`src/rtl/lut_config_loader_if.sv`:
```
// Bus between the LUT config loader and its environment: serial bitstream in,
// LUT write port and status out.
interface lut_config_loader_if #(
  parameter int ADDR_W   = 3,
  parameter int LUT_BITS = 32
);
  // serial_valid qualifies serial_in for exactly one rising edge; there is no
  // ready because the loader accepts a valid bit on every cycle it is busy.
  logic                start;
  logic                serial_in;
  logic                serial_valid;
  logic                lut_wr_en;
  logic [ADDR_W-1:0]   lut_wr_addr;
  logic [LUT_BITS-1:0] lut_wr_data;
  logic                busy;
  logic                config_done;
  logic [2:0]          state_dbg;

  modport slave (
    input  start, serial_in, serial_valid,
    output lut_wr_en, lut_wr_addr, lut_wr_data, busy, config_done, state_dbg
  );

  modport master (
    output start, serial_in, serial_valid,
    input  lut_wr_en, lut_wr_addr, lut_wr_data, busy, config_done, state_dbg
  );
endinterface

```
`src/rtl/lut_config_loader.sv`:
```
// Deserialises a config bitstream, locks onto a sync word, skips the header and
// writes NUM_LUTS truth-table words into LUT slots 0..NUM_LUTS-1.
module lut_config_loader #(
  parameter int                  NUM_LUTS     = 8,
  parameter int                  ADDR_W       = 3,
  parameter int                  LUT_BITS     = 32,
  parameter int                  HEADER_WORDS = 3,
  parameter logic [LUT_BITS-1:0] SYNC_WORD    = 32'hA5A55A5A
) (
  input  logic                clock,
  input  logic                reset,
  lut_config_loader_if.slave  bus
);
  localparam int CNT_W  = $clog2(LUT_BITS + 1);
  localparam int WORD_W = 8;

  typedef enum logic [2:0] {
    IDLE   = 3'd0,
    HUNT   = 3'd1,
    HEADER = 3'd2,
    LOAD   = 3'd3,
    DONE   = 3'd4
  } state_t;

  state_t              state_q, state_d;
  logic [LUT_BITS-1:0] sr_q, sr_d;
  logic [LUT_BITS-1:0] sr_next;
  logic [CNT_W-1:0]    bit_cnt_q, bit_cnt_d;
  logic [WORD_W-1:0]   word_cnt_q, word_cnt_d;
  logic                wr_en_q, wr_en_d;
  logic [ADDR_W-1:0]   addr_q, addr_d;
  logic [LUT_BITS-1:0] data_q, data_d;
  logic                busy_q, busy_d;
  logic                done_q, done_d;
  logic                word_full;

  assign sr_next   = {sr_q[LUT_BITS-2:0], bus.serial_in};
  assign word_full = (bit_cnt_q == CNT_W'(LUT_BITS - 1));

  always_comb begin
    state_d    = state_q;
    sr_d       = sr_q;
    bit_cnt_d  = bit_cnt_q;
    word_cnt_d = word_cnt_q;
    wr_en_d    = 1'b0;
    addr_d     = addr_q;
    data_d     = data_q;
    done_d     = done_q;
    case (state_q)
      IDLE, DONE: begin
        if (bus.start) begin
          state_d    = HUNT;
          bit_cnt_d  = '0;
          word_cnt_d = '0;
          done_d     = 1'b0;
        end
      end
      HUNT: begin
        if (bus.serial_valid) begin
          sr_d = sr_next;
          // bit_cnt saturates at LUT_BITS so a stale window never fakes a sync
          if ((bit_cnt_q >= CNT_W'(LUT_BITS - 1)) && (sr_next == SYNC_WORD)) begin
            state_d    = (HEADER_WORDS > 1) ? HEADER : LOAD;
            bit_cnt_d  = '0;
            word_cnt_d = '0;
          end else if (bit_cnt_q != CNT_W'(LUT_BITS)) begin
            bit_cnt_d = bit_cnt_q + CNT_W'(1);
          end
        end
      end
      HEADER: begin
        if (bus.serial_valid) begin
          sr_d = sr_next;
          if (word_full) begin
            bit_cnt_d = '0;
            if (word_cnt_q == WORD_W'(HEADER_WORDS - 2)) begin
              state_d    = LOAD;
              word_cnt_d = '0;
            end else begin
              word_cnt_d = word_cnt_q + WORD_W'(1);
            end
          end else begin
            bit_cnt_d = bit_cnt_q + CNT_W'(1);
          end
        end
      end
      LOAD: begin
        if (bus.serial_valid) begin
          sr_d = sr_next;
          if (word_full) begin
            bit_cnt_d = '0;
            wr_en_d   = 1'b1;
            addr_d    = word_cnt_q[ADDR_W-1:0];
            data_d    = sr_next;
            if (word_cnt_q == WORD_W'(NUM_LUTS - 1)) begin
              state_d = DONE;
              done_d  = 1'b1;
            end else begin
              word_cnt_d = word_cnt_q + WORD_W'(1);
            end
          end else begin
            bit_cnt_d = bit_cnt_q + CNT_W'(1);
          end
        end
      end
      default: state_d = IDLE;
    endcase
    busy_d = (state_d == HUNT) || (state_d == HEADER) || (state_d == LOAD);
  end

  always_ff @(posedge clock or posedge reset) begin
    if (reset) begin
      state_q    <= IDLE;
      sr_q       <= '0;
      bit_cnt_q  <= '0;
      word_cnt_q <= '0;
      wr_en_q    <= 1'b0;
      addr_q     <= '0;
      data_q     <= '0;
      busy_q     <= 1'b0;
      done_q     <= 1'b0;
    end else begin
      state_q    <= state_d;
      sr_q       <= sr_d;
      bit_cnt_q  <= bit_cnt_d;
      word_cnt_q <= word_cnt_d;
      wr_en_q    <= wr_en_d;
      addr_q     <= addr_d;
      data_q     <= data_d;
      busy_q     <= busy_d;
      done_q     <= done_d;
    end
  end

  assign bus.lut_wr_en   = wr_en_q;
  assign bus.lut_wr_addr = addr_q;
  assign bus.lut_wr_data = data_q;
  assign bus.busy        = busy_q;
  assign bus.config_done = done_q;
  assign bus.state_dbg   = state_q;
endmodule

```
`src/flat_wrapper.sv`:
```
// flat-port wrapper written by rule: the top's interface ports become plain ports
module lut_config_loader_flat 
#(
  parameter int                  NUM_LUTS     = 8,
  parameter int                  ADDR_W       = 3,
  parameter int                  LUT_BITS     = 32,
  parameter int                  HEADER_WORDS = 3,
  parameter logic [LUT_BITS-1:0] SYNC_WORD    = 32'hA5A55A5A
)
  (clock, reset, bus_start, bus_serial_in, bus_serial_valid, bus_lut_wr_en, bus_lut_wr_addr, bus_lut_wr_data, bus_busy, bus_config_done, bus_state_dbg);
  lut_config_loader_if #(.ADDR_W(ADDR_W), .LUT_BITS(LUT_BITS)) bus_i ();
  input  logic clock;
  input  logic reset;
  input wire logic [$bits(bus_i.start)-1:0] bus_start;
  input wire logic [$bits(bus_i.serial_in)-1:0] bus_serial_in;
  input wire logic [$bits(bus_i.serial_valid)-1:0] bus_serial_valid;
  output wire logic [$bits(bus_i.lut_wr_en)-1:0] bus_lut_wr_en;
  output wire logic [$bits(bus_i.lut_wr_addr)-1:0] bus_lut_wr_addr;
  output wire logic [$bits(bus_i.lut_wr_data)-1:0] bus_lut_wr_data;
  output wire logic [$bits(bus_i.busy)-1:0] bus_busy;
  output wire logic [$bits(bus_i.config_done)-1:0] bus_config_done;
  output wire logic [$bits(bus_i.state_dbg)-1:0] bus_state_dbg;
  assign bus_i.start = bus_start;
  assign bus_i.serial_in = bus_serial_in;
  assign bus_i.serial_valid = bus_serial_valid;
  assign bus_lut_wr_en = bus_i.lut_wr_en;
  assign bus_lut_wr_addr = bus_i.lut_wr_addr;
  assign bus_lut_wr_data = bus_i.lut_wr_data;
  assign bus_busy = bus_i.busy;
  assign bus_config_done = bus_i.config_done;
  assign bus_state_dbg = bus_i.state_dbg;
  lut_config_loader #(.NUM_LUTS(NUM_LUTS), .ADDR_W(ADDR_W), .LUT_BITS(LUT_BITS), .HEADER_WORDS(HEADER_WORDS), .SYNC_WORD(SYNC_WORD)) u_core (.clock(clock), .reset(reset), .bus(bus_i));
endmodule
```
`config.mk`:
```
export PLATFORM = sky130hd
export DESIGN_NAME = lut_config_loader_flat
export DESIGN_NICKNAME = d
export VERILOG_FILES = /design/src/rtl/lut_config_loader_if.sv /design/src/rtl/lut_config_loader.sv /design/src/flat_wrapper.sv
export SDC_FILE = /design/constraint.sdc
export NUM_CORES = 1
export LEC_CHECK = 0
export ABC_AREA = 1
export BUFFER_PORTS_ARGS = -buffer_cell sky130_fd_sc_hd__buf_4
export CORE_MARGIN = 2
export CORE_UTILIZATION = 25
export DETAILED_ROUTE_END_ITERATION = 10
export MAX_ROUTING_LAYER = met4
export SLEW_MARGIN = 20
export SYNTH_ARGS = -nofsm -noshare
export SYNTH_HDL_FRONTEND = slang
export SYNTH_SLANG_ARGS = --single-unit
```
`constraint.sdc`:
```
create_clock -name clock -period 3.5 [get_ports clock]
set_input_delay 0.175 -clock clock [delete_from_list [all_inputs] [get_ports clock]]
set_output_delay 0.175 -clock clock [all_outputs]
set_load 0.005 [all_outputs]
```
==> impl_metrics.csv, run 1 <==
group,metric,value,unit
synthesis,synth_top_area_cell,"dfrtp_1",
timing,setup_tns,0,ns
die,fp-row-count,46,
clock_network,clock-sinks,86,
global_routing,grt_pass1_vias,3136,
cells_and_area,area_delta_synth_final,21.9,%
worst_setup_path,r2r_start,"u_core.bit_cnt_q[0]",
clock_network,cts_max_level,3,
cells_and_area,final_cell_area,4910,um2
timing,drv_slew,0,
clock_network,numCtsBuffers,9,
die,die_x,131,um
worst_setup_path,cp-end-kind,"register",
timing,finalCritPeriodShare,0.543,
worst_setup_path,worst-path-max-fanout,70,
pwr,p_per_area,502,nW/um2
synthesis,ys_seq_area_frac,0.534,
synthesis,avgSynthCellArea,8.18,um2
die,die_area,17100,um2
place,dp_hpwl,6.21,mm
synthesis,yosys_warnings,0,
place,routabilityCongestion,0.815,
synthesis,synth_compound_area_frac,0.122,
timing,finalSetupViolCount,0,
worst_setup_path,rrSetupSlack,1.60,ns
drt,vias_per_cell,4.15,
worst_setup_path,crit_end,"u_core.bus.lut_wr_data[0]",
timing,whs,0.131,ns
global_routing,grt_max_degree,71,
global_routing,grt_first_pass_wirelength,15.0,mm
synthesis,yosys.area_share.simple,0.239,
synthesis,synthDistinctLibCells,32,
timing,final.min_clock_period,1.90,ns
synthesis,synthMuxAreaShare,0,
pwr,p_leak,2.34,nW
pwr,report.power.total,2.47,mW
clock_network,path_clk_slew,0.07,ns
global_routing,antenna_found_initial,0,
timing,worstMarginPinSlew,0.626,ns
drt,wl_per_cell,11.5,um
worst_setup_path,r2r-end,"u_core.bus.lut_wr_data[0]",
synthesis,synth_top_family_by_area,"simple AND/OR/NAND/NOR gates",
synthesis,synth-adder-area-share,0.0124,
cells_and_area,drive_gt1_frac,0.166,
worst_setup_path,crit_arrival,2.10,ns
place,post-place-ws,1.22,ns
drt,num_vias,3147,
clock_network,cts_tree,"yes",
timing,setup_slack,1.60,ns
place,placed_area,4600,um2
pwr,irDropWorstVdd,0.212,mV
global_routing,grtUsageTotal,0.115,
die,start_util,0.254,
cells_and_area,antennaDiodeCount,0,
cells_and_area,fillCellCount,1659,
worst_setup_path,startpoint_type,"register",
clock_network,root_buffer,"clkbuf_16",
timing,rsz0062_at_grt,"no",
worst_setup_path,crit_start,"u_core.bit_cnt_q[0]",
worst_setup_path,r2r_cells,8,
cells_and_area,fin_nets,547,
synthesis,syn-num-nets,501,
clock_network,worstSkewPairLatency,0.34,ns
timing,hold_viol_final,0,
synthesis,synth-xor-area-share,0.0152,
drt,route.detailed.drc,0,
drt,ant_nets,0,
synthesis,synth_area_leaders,"dfrtp_1, nand2_1, o21ai_0",
timing,clock_skew,0.0108,ns
synthesis,netlist_area,4030,um2
job,max-cap-violations,0,
die,core,15800,um2
clock_network,cts_buffer_depth,2,
synthesis,synth_top_area_frac,0.534,
drt,drtIter0Drc,255,
die,io_pins,46,
timing,max_slew_margin,0.582,
clock_network,ctsResizeCount,0,
drt,drtPass1Iterations,4,
synthesis,syn-instance-count,492,
worst_setup_path,path_class,"register to register",
global_routing,overflow,0,
run_status,outcome,"finished, final reports clean",
worst_setup_path,crit_required,3.70,ns
synthesis,ys_ff_latch,86,
timing,fmax,0.526,GHz
clock_network,cts_setup_buffers,0,
worst_hold_path,hold_path_class,"input pin to register",
drt,routed_wl,8.74,mm
die,fp.dieH,131,um
place,io_buffers,45,
==> cells in the final DEF, fill, tap and decap left out, drive strengths merged <==
| master | netlist | layout |
|---|---|---|
| nand2 | 158 | 158 |
| dfrtp | 86 | 86 |
| o21ai | 77 | 77 |
| inv | 65 | 67 |
| buf | 3 | 48 |
| nor2 | 34 | 34 |
| nand3 | 26 | 26 |
| clkbuf | 11 | 11 |
| xor2 | 6 | 6 |
| a21oi | 6 | 6 |
| ha | 4 | 4 |
| nand4 | 3 | 3 |
| nor3 | 3 | 3 |
| clkinv | 1 | 3 |
| o21bai | 2 | 2 |
| o211ai | 2 | 2 |
| nor4 | 1 | 1 |
| o32ai | 1 | 1 |
| nand3b | 1 | 1 |
| xnor2 | 1 | 1 |
| a211oi | 1 | 1 |
| clkinvlp | 0 | 1 |
| dlygate4sd3 | 0 | 1 |
==> kinds of logic (layout without fill, tap and decap cells) <==
| group | after synthesis | after routing |
|---|---|---|
| and+or+nand+nor | 226 | 226 |
| AOI/OAI and AO/OA | 89 | 89 |
| DFF | 86 | 86 |
| buffers and inverters | 80 | 131 |
| xor gates and xnor gates | 7 | 7 |
| adders and majority gates | 4 | 4 |
==> where the power goes <==
group	switching [mW]	total [mW]	internal [mW]
Sequential	0.0956	1.20	1.10
Clock	0.408	0.934	0.526
Combinational	0.219	0.337	0.118
==> cell usage after synthesis (all sizes together) <==
cell type	n
a211oi	1
a21oi	6
buf	3
clkbuf	11
clkinv	1
dfrtp	86
ha	4
inv	65
nand2	158
nand3	26
nand3b	1
nand4	3
nor2	34
nor3	3
nor4	1
o211ai	2
o21ai	77
o21bai	2
o32ai	1
xnor2	1
xor2	6
==> worst min path at each step <==
| stage | startpoint | end | cells after the start |
|---|---|---|---|
| finish | bus_serial_valid | u_core.bus.config_done | 3 |
| global route | bus_serial_valid | u_core.bus.config_done | 3 |
| CTS | bus_serial_valid | u_core.bus.config_done | 3 |
| detailed placement | reset | u_core.word_cnt_q[5] | 2 |
| global placement | reset | u_core.word_cnt_q[5] | 2 |
| floorplan | bus_serial_valid | u_core.bus.config_done | 2 |
==> critical path: stages, from the launching register on <==
cell and delay [ns]:
dfrtp_1 0.38, ha_1 0.22, nand3_2 0.13, nor2_4 0.14, inv_2 0.09, nor2_2 0.16, nand2_4 0.36, nand2_1 0.16
o21ai_0 0.10
==> area by class of cell <==
type	count	area (um2)	share of cell area
well taps	216	270	0.0550
repair buffers	49	370	0.0754
inverters	66	249	0.0507
clock inverters	5	38.8	0.00790
clock buffers	11	253	0.0515
multi-input cells	326	1580	0.321
flip-flops and latches	86	2150	0.438
==> sequential cells by signal (all words and copies together), names as in the netlist <==
register,count
u_core.bus.lut_wr_data,32
u_core.sr_q,31
u_core.word_cnt_q,8
u_core.bit_cnt_q,6
u_core.bus.lut_wr_addr,3
u_core.bus.state_dbg,3
u_core.bus.busy,1
u_core.bus.config_done,1
u_core.bus.lut_wr_en,1
==> layer usage <==
metal | vias up | part of all wire | global-route usage
met5 | - | 0 | -
met4 | 0 | 0.031 | 0.0613
met3 | 19 | 0.037 | 0.0269
met2 | 47 | 0.44 | 0.174
met1 | 1435 | 0.49 | 0.143
li1 | 1646 | - | -
==> per-stage QoR <==
step | instances | utilization
2_1_floorplan | 492 | -
3_3_place_gp | 742 | 0.291
3_5_place_dp | 742 | 0.291
4_1_cts | 759 | 0.310
5_1_grt | 759 | 0.310
6_report | 759 | 0.310
==> what timing repair did <==
item,4_1_cts,5_1_grt
endpoints found under the hold margin,23,0
setup endpoints to repair,0,0
hold buffers,1,0
Note: power is estimated with default switching activity, not from simulation.
==> run 2: changes to the inputs <==
- clock period: 3.5 -> 2 ns (I/O delays scaled with it)
==> run 2 against run 1 <==
Core utilization grew 0.32 points. Sequential share of layout area fell by 0.44 points. Clock skew is 0.0032 ns lower. Non-clock buffer count increased by 4. Fmax rose by 9.0%. Via count increased by 1.5%. Global-route usage barely moved. First-iteration DRC count down 6.7%. Flip-flop and latch count unchanged. Critical endpoint is now u_core.bus.lut_wr_data[1]. Largest cell class unchanged. Highest routed layer unchanged.
==> impl_metrics.csv, run 2 (same netlist as run 1, synthesis figures left out) <==
group,metric,value,unit
timing,hold_viol_final,0,
clock_network,clock-sinks,86,
clock_network,numCtsBuffers,9,
die,fp.dieH,131,um
global_routing,grt_first_pass_wirelength,14.9,mm
pwr,p_leak,2.34,nW
drt,num_vias,3195,
worst_setup_path,slowest_stage,"dfrtp_1",
cells_and_area,mostFrequentLayoutCells,"nand2_1, dfrtp_1, inv_1",
pwr,report.power.total,4.29,mW
drt,wl_met1,4.26,mm
place,routabilityCongestion,0.858,
timing,drv_slew,0,
global_routing,antenna_found_initial,0,
cells_and_area,largest_reg_flops,32,
clock_network,hold_buffers,1,
drt,wl_per_cell,11.5,um
worst_setup_path,cp-end-kind,"register",
worst_setup_path,cpPeakStageDelay,0.39,ns
drt,route.detailed.drc,0,
worst_setup_path,path_class,"register to register",
worst_setup_path,worst-path-max-fanout,38,
die,fp-row-count,46,
timing,fmax,0.574,GHz
timing,max_slew_margin,0.575,
global_routing,grt_pass1_vias,3047,
worst_setup_path,crit_arrival,1.95,ns
timing,worstMarginPinSlew,0.637,ns
global_routing,grt_max_degree,63,
worst_setup_path,critPathBufInv,2,
drt,drtIter0Drc,238,
drt,drtPass1Iterations,4,
worst_setup_path,cp_cell_sequence,"ha_1 > nand3_2 > nor2_4 > inv_2 > nor2_2 > nand2_2 > buf_4 > nand2_1 > o21ai_0",
drt,dr_wl_met2,4.02,mm
die,die_area,17100,um2
drt,routed-wl-met3,361,um
die,die_x,131,um
place,dp_hpwl,6.30,mm
cells_and_area,final-seq-area,2150,um2
pwr,irDropWorstVdd,0.447,mV
clock_network,cts_max_level,3,
drt,highest_layer,"met4",
clock_network,cts_buffer_depth,2,
worst_hold_path,hold_path_class,"input pin to register",
timing,finalCritPeriodShare,0.871,
worst_setup_path,crit_required,2.21,ns
job,max-cap-violations,0,
clock_network,path_clk_slew,0.06,ns
place,io_buffers,45,
cells_and_area,drive_gt1_frac,0.168,
cells_and_area,antennaDiodeCount,0,
die,start_util,0.254,
cells_and_area,fillCellCount,1693,
worst_setup_path,startpoint_type,"register",
cells_and_area,multi_input_area,1570,um2
clock_network,cts_setup_buffers,0,
timing,rsz0062_at_grt,"no",
drt,ant_nets,0,
timing,setup_tns,0,ns
place,post-place-ws,0.260,ns
clock_network,cts_tree,"yes",
drt,routed_wl,8.78,mm
clock_network,root_buffer,"clkbuf_16",
timing,finalSetupViolCount,0,
pwr,p_per_area,865,nW/um2
timing,setup_slack,0.257,ns
cells_and_area,final_common_cell,"nand2_1",
die,core,15800,um2
global_routing,overflow,0,
timing,final.min_clock_period,1.74,ns
cells_and_area,fin_nets,551,
worst_setup_path,critPathTopFamily,"simple AND/OR/NAND/NOR gates",
global_routing,grtUsageTotal,0.115,
cells_and_area,area_delta_synth_final,23.2,%
drt,vias_per_cell,4.19,
timing,clock_skew,0.00761,ns
clock_network,worstSkewPairLatency,0.34,ns
clock_network,ctsResizeCount,0,
run_status,outcome,"finished, final reports clean",
die,io_pins,46,
==> run 2: cell types whose count changed in the layout (fill, tap and decap cells not counted) <==
cell,change
clkbuf_1,+2
nand2_4,-1
nand2_2,+1
clkbuf_8,+1
inv_6,-3
buf_12,+2
buf_4,+2
clkinv_2,-2
clkinvlp_4,+2
==> run 2: area by class of cell <==
| type | count | share of cell area |
|---|---|---|
| Multi-Input combinational cell | 326 | 0.317 |
| Timing Repair Buffer | 53 | 0.0858 |
| Clock buffer | 14 | 0.0552 |
| Inverter | 66 | 0.0507 |
| Clock inverter | 2 | 0.00303 |
| Tap cell | 216 | 0.0545 |
| Sequential cell | 86 | 0.434 |
==> run 2: tightest hold or removal path: stages <==
cell and delay [ns]:
buf_4 0.14, nand2_1 0.06, a21oi_1 0.06
==> run 2: routing by layer <==
layer / track usage / vias up
met5: - / -
met1: 0.152 / 1468
met3: 0.0305 / 10
met2: 0.168 / 54
met4: 0.0451 / 0
li1: - / 1663
==> run 2: path summary, 6_finish.rpt <==
check | start | endpoint | slack (ns) | cells past startpoint
max | u_core.bit_cnt_q[0] | u_core.bus.lut_wr_data[1] | 0.26 | 9
min | bus_serial_valid | u_core.bus.config_done | 0.07 | 3
max reg2reg | u_core.bit_cnt_q[0] | u_core.bus.lut_wr_data[1] | 0.26 | 9
min reg2reg | u_core.bus.lut_wr_addr[0] | u_core.bus.lut_wr_addr[0] | 0.48 | 2
max in group asynchronous | reset | u_core.sr_q[14] | 0.94 | 4
min in group asynchronous | reset | u_core.bus.lut_wr_addr[2] | 0.41 | 3
==> run 2: through the flow <==
| stage | hold slack (ns) | instances | cell area [um2] | util |
|---|---|---|---|---|
| after floorplan | 0.237 | 492 | 4030 | - |
| after global placement | 0.228 | 746 | 4660 | 0.294 |
| after detailed placement | 0.228 | 746 | 4660 | 0.294 |
| after CTS | 0.0500 | 763 | 4960 | 0.313 |
| after global routing | 0.0723 | 763 | 4960 | 0.313 |
| final | 0.0693 | 763 | 4960 | 0.313 |
==> run 2: where the power goes <==
group	internal (mW)	switching, mW
Clock	0.944	0.651
Combinational	0.216	0.382
Sequential	1.93	0.170
==> run 3: changes to the inputs <==
- ABC_AREA: 1 -> not set
==> run 3 against run 2 <==
Cell area up 3.6%. Non-clock buffer count up 36. First-iteration DRC count down 42%. Flip-flop and latch count unchanged. Sequential share of layout area down 1.4 points. Fmax down 10%. Global-route usage down 0.42 points. Synthesized area down 6.5%.
==> impl_metrics.csv, run 3 <==
group,metric,value,unit
worst_setup_path,cpPeakStageDelay,0.57,ns
cells_and_area,fin_nets,385,
clock_network,numCtsBuffers,9,
timing,setup_slack,0.0641,ns
global_routing,grtUsageTotal,0.110,
cells_and_area,final_cell_area,5140,um2
global_routing,overflow,0,
synthesis,synthDistinctLibCells,41,
die,fp-row-count,44,
clock_network,cts_tree,"yes",
synthesis,synthFlopType,"dfrtp_1",
timing,rsz0062_at_grt,"yes",
synthesis,synth.most_common_cell,"dfrtp_1",
timing,fmax,0.517,GHz
synthesis,ys_top_cells_by_count,"dfrtp_1, mux2_2, nand2_1",
cells_and_area,largest_reg_flops,32,
die,core,14600,um2
pwr,p_leak,2.37,nW
timing,hold_viol_final,0,
drt,drtPass1Iterations,4,
worst_hold_path,min_from,"bus_serial_in",
synthesis,netlist_area,3770,um2
synthesis,syn-num-nets,296,
die,fp.dieH,127,um
worst_setup_path,crit_arrival,2.14,ns
worst_setup_path,crit_required,2.20,ns
synthesis,ys_seq_area_frac,0.571,
place,io_buffers,45,
clock_network,path_clk_slew,0.06,ns
timing,drv_slew,0,
synthesis,synth-edff-count,0,
clock_network,clock-sinks,86,
cells_and_area,fin_cells,564,
clock_network,root_buffer,"clkbuf_16",
cells_and_area,fillCellCount,1442,
timing,worstMarginPinSlew,0.587,ns
worst_setup_path,cp_cell_sequence,"or4_4 > o41ai_4 > buf_6 > nor2_1 > o31ai_4 > o31ai_4",
clock_network,cts_max_level,3,
worst_setup_path,r2r-end,"u_core.word_cnt_q[4]",
worst_setup_path,r2r_start,"u_core.word_cnt_q[3]",
synthesis,ys_ff_latch,86,
pwr,p_per_area,933,nW/um2
place,dp_hpwl,5.70,mm
worst_setup_path,slowest_stage,"or4_4",
timing,final.min_clock_period,1.94,ns
die,die_x,127,um
worst_hold_path,hold_path_class,"input pin to register",
worst_setup_path,crit_top_cell,"o31ai_4",
die,io_pins,46,
worst_setup_path,cp-end-kind,"register",
worst_setup_path,startpoint_type,"register",
cells_and_area,drive_gt1_frac,0.534,
die,die_area,16100,um2
place,post-place-ws,-0.0850,ns
clock_network,worstSkewPairLatency,0.33,ns
worst_setup_path,crit_start,"u_core.word_cnt_q[3]",
synthesis,yosys_warnings,0,
place,placed_area,4570,um2
cells_and_area,area_delta_synth_final,36.4,%
worst_setup_path,path_class,"register to register",
drt,route.detailed.drc,0,
place,routabilityCongestion,0.784,
timing,max_slew_margin,0.608,
worst_setup_path,worst-path-max-fanout,9,
timing,finalCritPeriodShare,0.968,
global_routing,grt_first_pass_wirelength,14.0,mm
drt,num_vias,2628,
job,max-cap-violations,0,
pwr,irDropWorstVdd,0.406,mV
synthesis,avgSynthCellArea,13.1,um2
run_status,outcome,"finished, final reports clean",
synthesis,synth_area_leaders,"dfrtp_1, mux2_2, o31ai_1",
clock_network,cts_buffer_depth,2,
timing,clock_skew,0.00654,ns
worst_setup_path,crit_end,"u_core.word_cnt_q[4]",
drt,wl_per_cell,15.0,um
die,start_util,0.257,
drt,routed_wl,8.46,mm
synthesis,synthArstFlopShare,1.00,
global_routing,grt_pass1_vias,2771,
worst_setup_path,rrSetupSlack,0.06,ns
global_routing,antenna_found_initial,0,
drt,ant_nets,0,
drt,drtIter0Drc,139,
drt,vias_per_cell,4.66,
worst_setup_path,r2r_cells,6,
place,dp_cells,539,
cells_and_area,fin_util,0.351,
synthesis,synth_top_area_frac,0.571,
synthesis,synth_top_area_cell,"dfrtp_1",
global_routing,grt_max_degree,41,
cells_and_area,antennaDiodeCount,0,
cells_and_area,mostFrequentLayoutCells,"buf_4, dfrtp_1, mux2_2",
timing,finalSetupViolCount,0,
synthesis,syn-instance-count,287,
run 3: area by class of cell:
| class | instances | area, um2 | share of cell area |
|---|---|---|---|
| inverters | 4 | 18.8 | 0.00365 |
| well taps | 184 | 230 | 0.0448 |
| multi-input cells | 186 | 1710 | 0.333 |
| flip-flops and latches | 86 | 2160 | 0.420 |
| clock inverters | 3 | 43.8 | 0.00852 |
| repair buffers | 89 | 723 | 0.141 |
| clock buffers | 12 | 256 | 0.0499 |
run 3: cell families (layout without fill, tap and decap cells):
group                      after synthesis  after routing  synth area share
DFF                                     86             86             0.571
adders and majority gates                4              4            0.0133
muxes                                   67             67             0.200
and+or+nand+nor                         79             79             0.131
AOI/OAI and AO/OA                       36             36            0.0674
buffers and inverters                   15            108            0.0173
run 3: stage by stage:
step / power, mW / TNS (ns) / hold WS (ns)
3_5_place_dp: 3.04 / -0.381 / 0.211
5_1_grt: 5.04 / -0.215 / 0.0332
2_1_floorplan: 2.65 / 0 / 0.252
3_3_place_gp: 3.01 / -0.177 / 0.199
6_report: 4.79 / 0 / 0.0445
4_1_cts: 4.77 / 0 / 0.0335
run 3: repair_timing:
item / CTS / global route
setup buffers: 2 / 5
hold endpoints to repair: 25 / 0
pin swaps: 4 / 5
gates cloned: 1 / 1
gates resized for setup: 10 / 30
hold buffers: 1 / 0
setup endpoints to repair: 33 / 25
run 3: report_power, final:
group	total [mW]	switching, mW	internal, mW
Clock	1.68	0.655	1.03
Sequential	2.26	0.238	2.02
Combinational	0.851	0.333	0.518
Total	4.79	1.23	3.57
run 3: how the worst min path moves through the flow:
stage / to / cells past startpoint
CTS: u_core.bus.lut_wr_data[0] / 2
global placement: u_core.bus.lut_wr_data[23] / 2
floorplan: u_core.bus.lut_wr_data[0] / 1
global route: u_core.sr_q[0] / 2
detailed placement: u_core.bus.lut_wr_data[22] / 2
finish: u_core.bus.lut_wr_data[0] / 2
run 3: routing by layer:
metal / track usage / vias to the layer above / share of wire
met2: 0.174 / 60 / 0.48
met5: - / - / 0
met3: 0.0253 / 11 / 0.033
met1: 0.144 / 1315 / 0.47
li1: - / 1242 / -
met4: 0.0317 / 0 / 0.016
run 3: worst max-delay path: cells and delay by family, from the launching register on:
kind	cells	cell delay, ns
compound gates	3	0.61
buf+inv	1	0.18
simple gates	2	0.64
flops	1	0.38
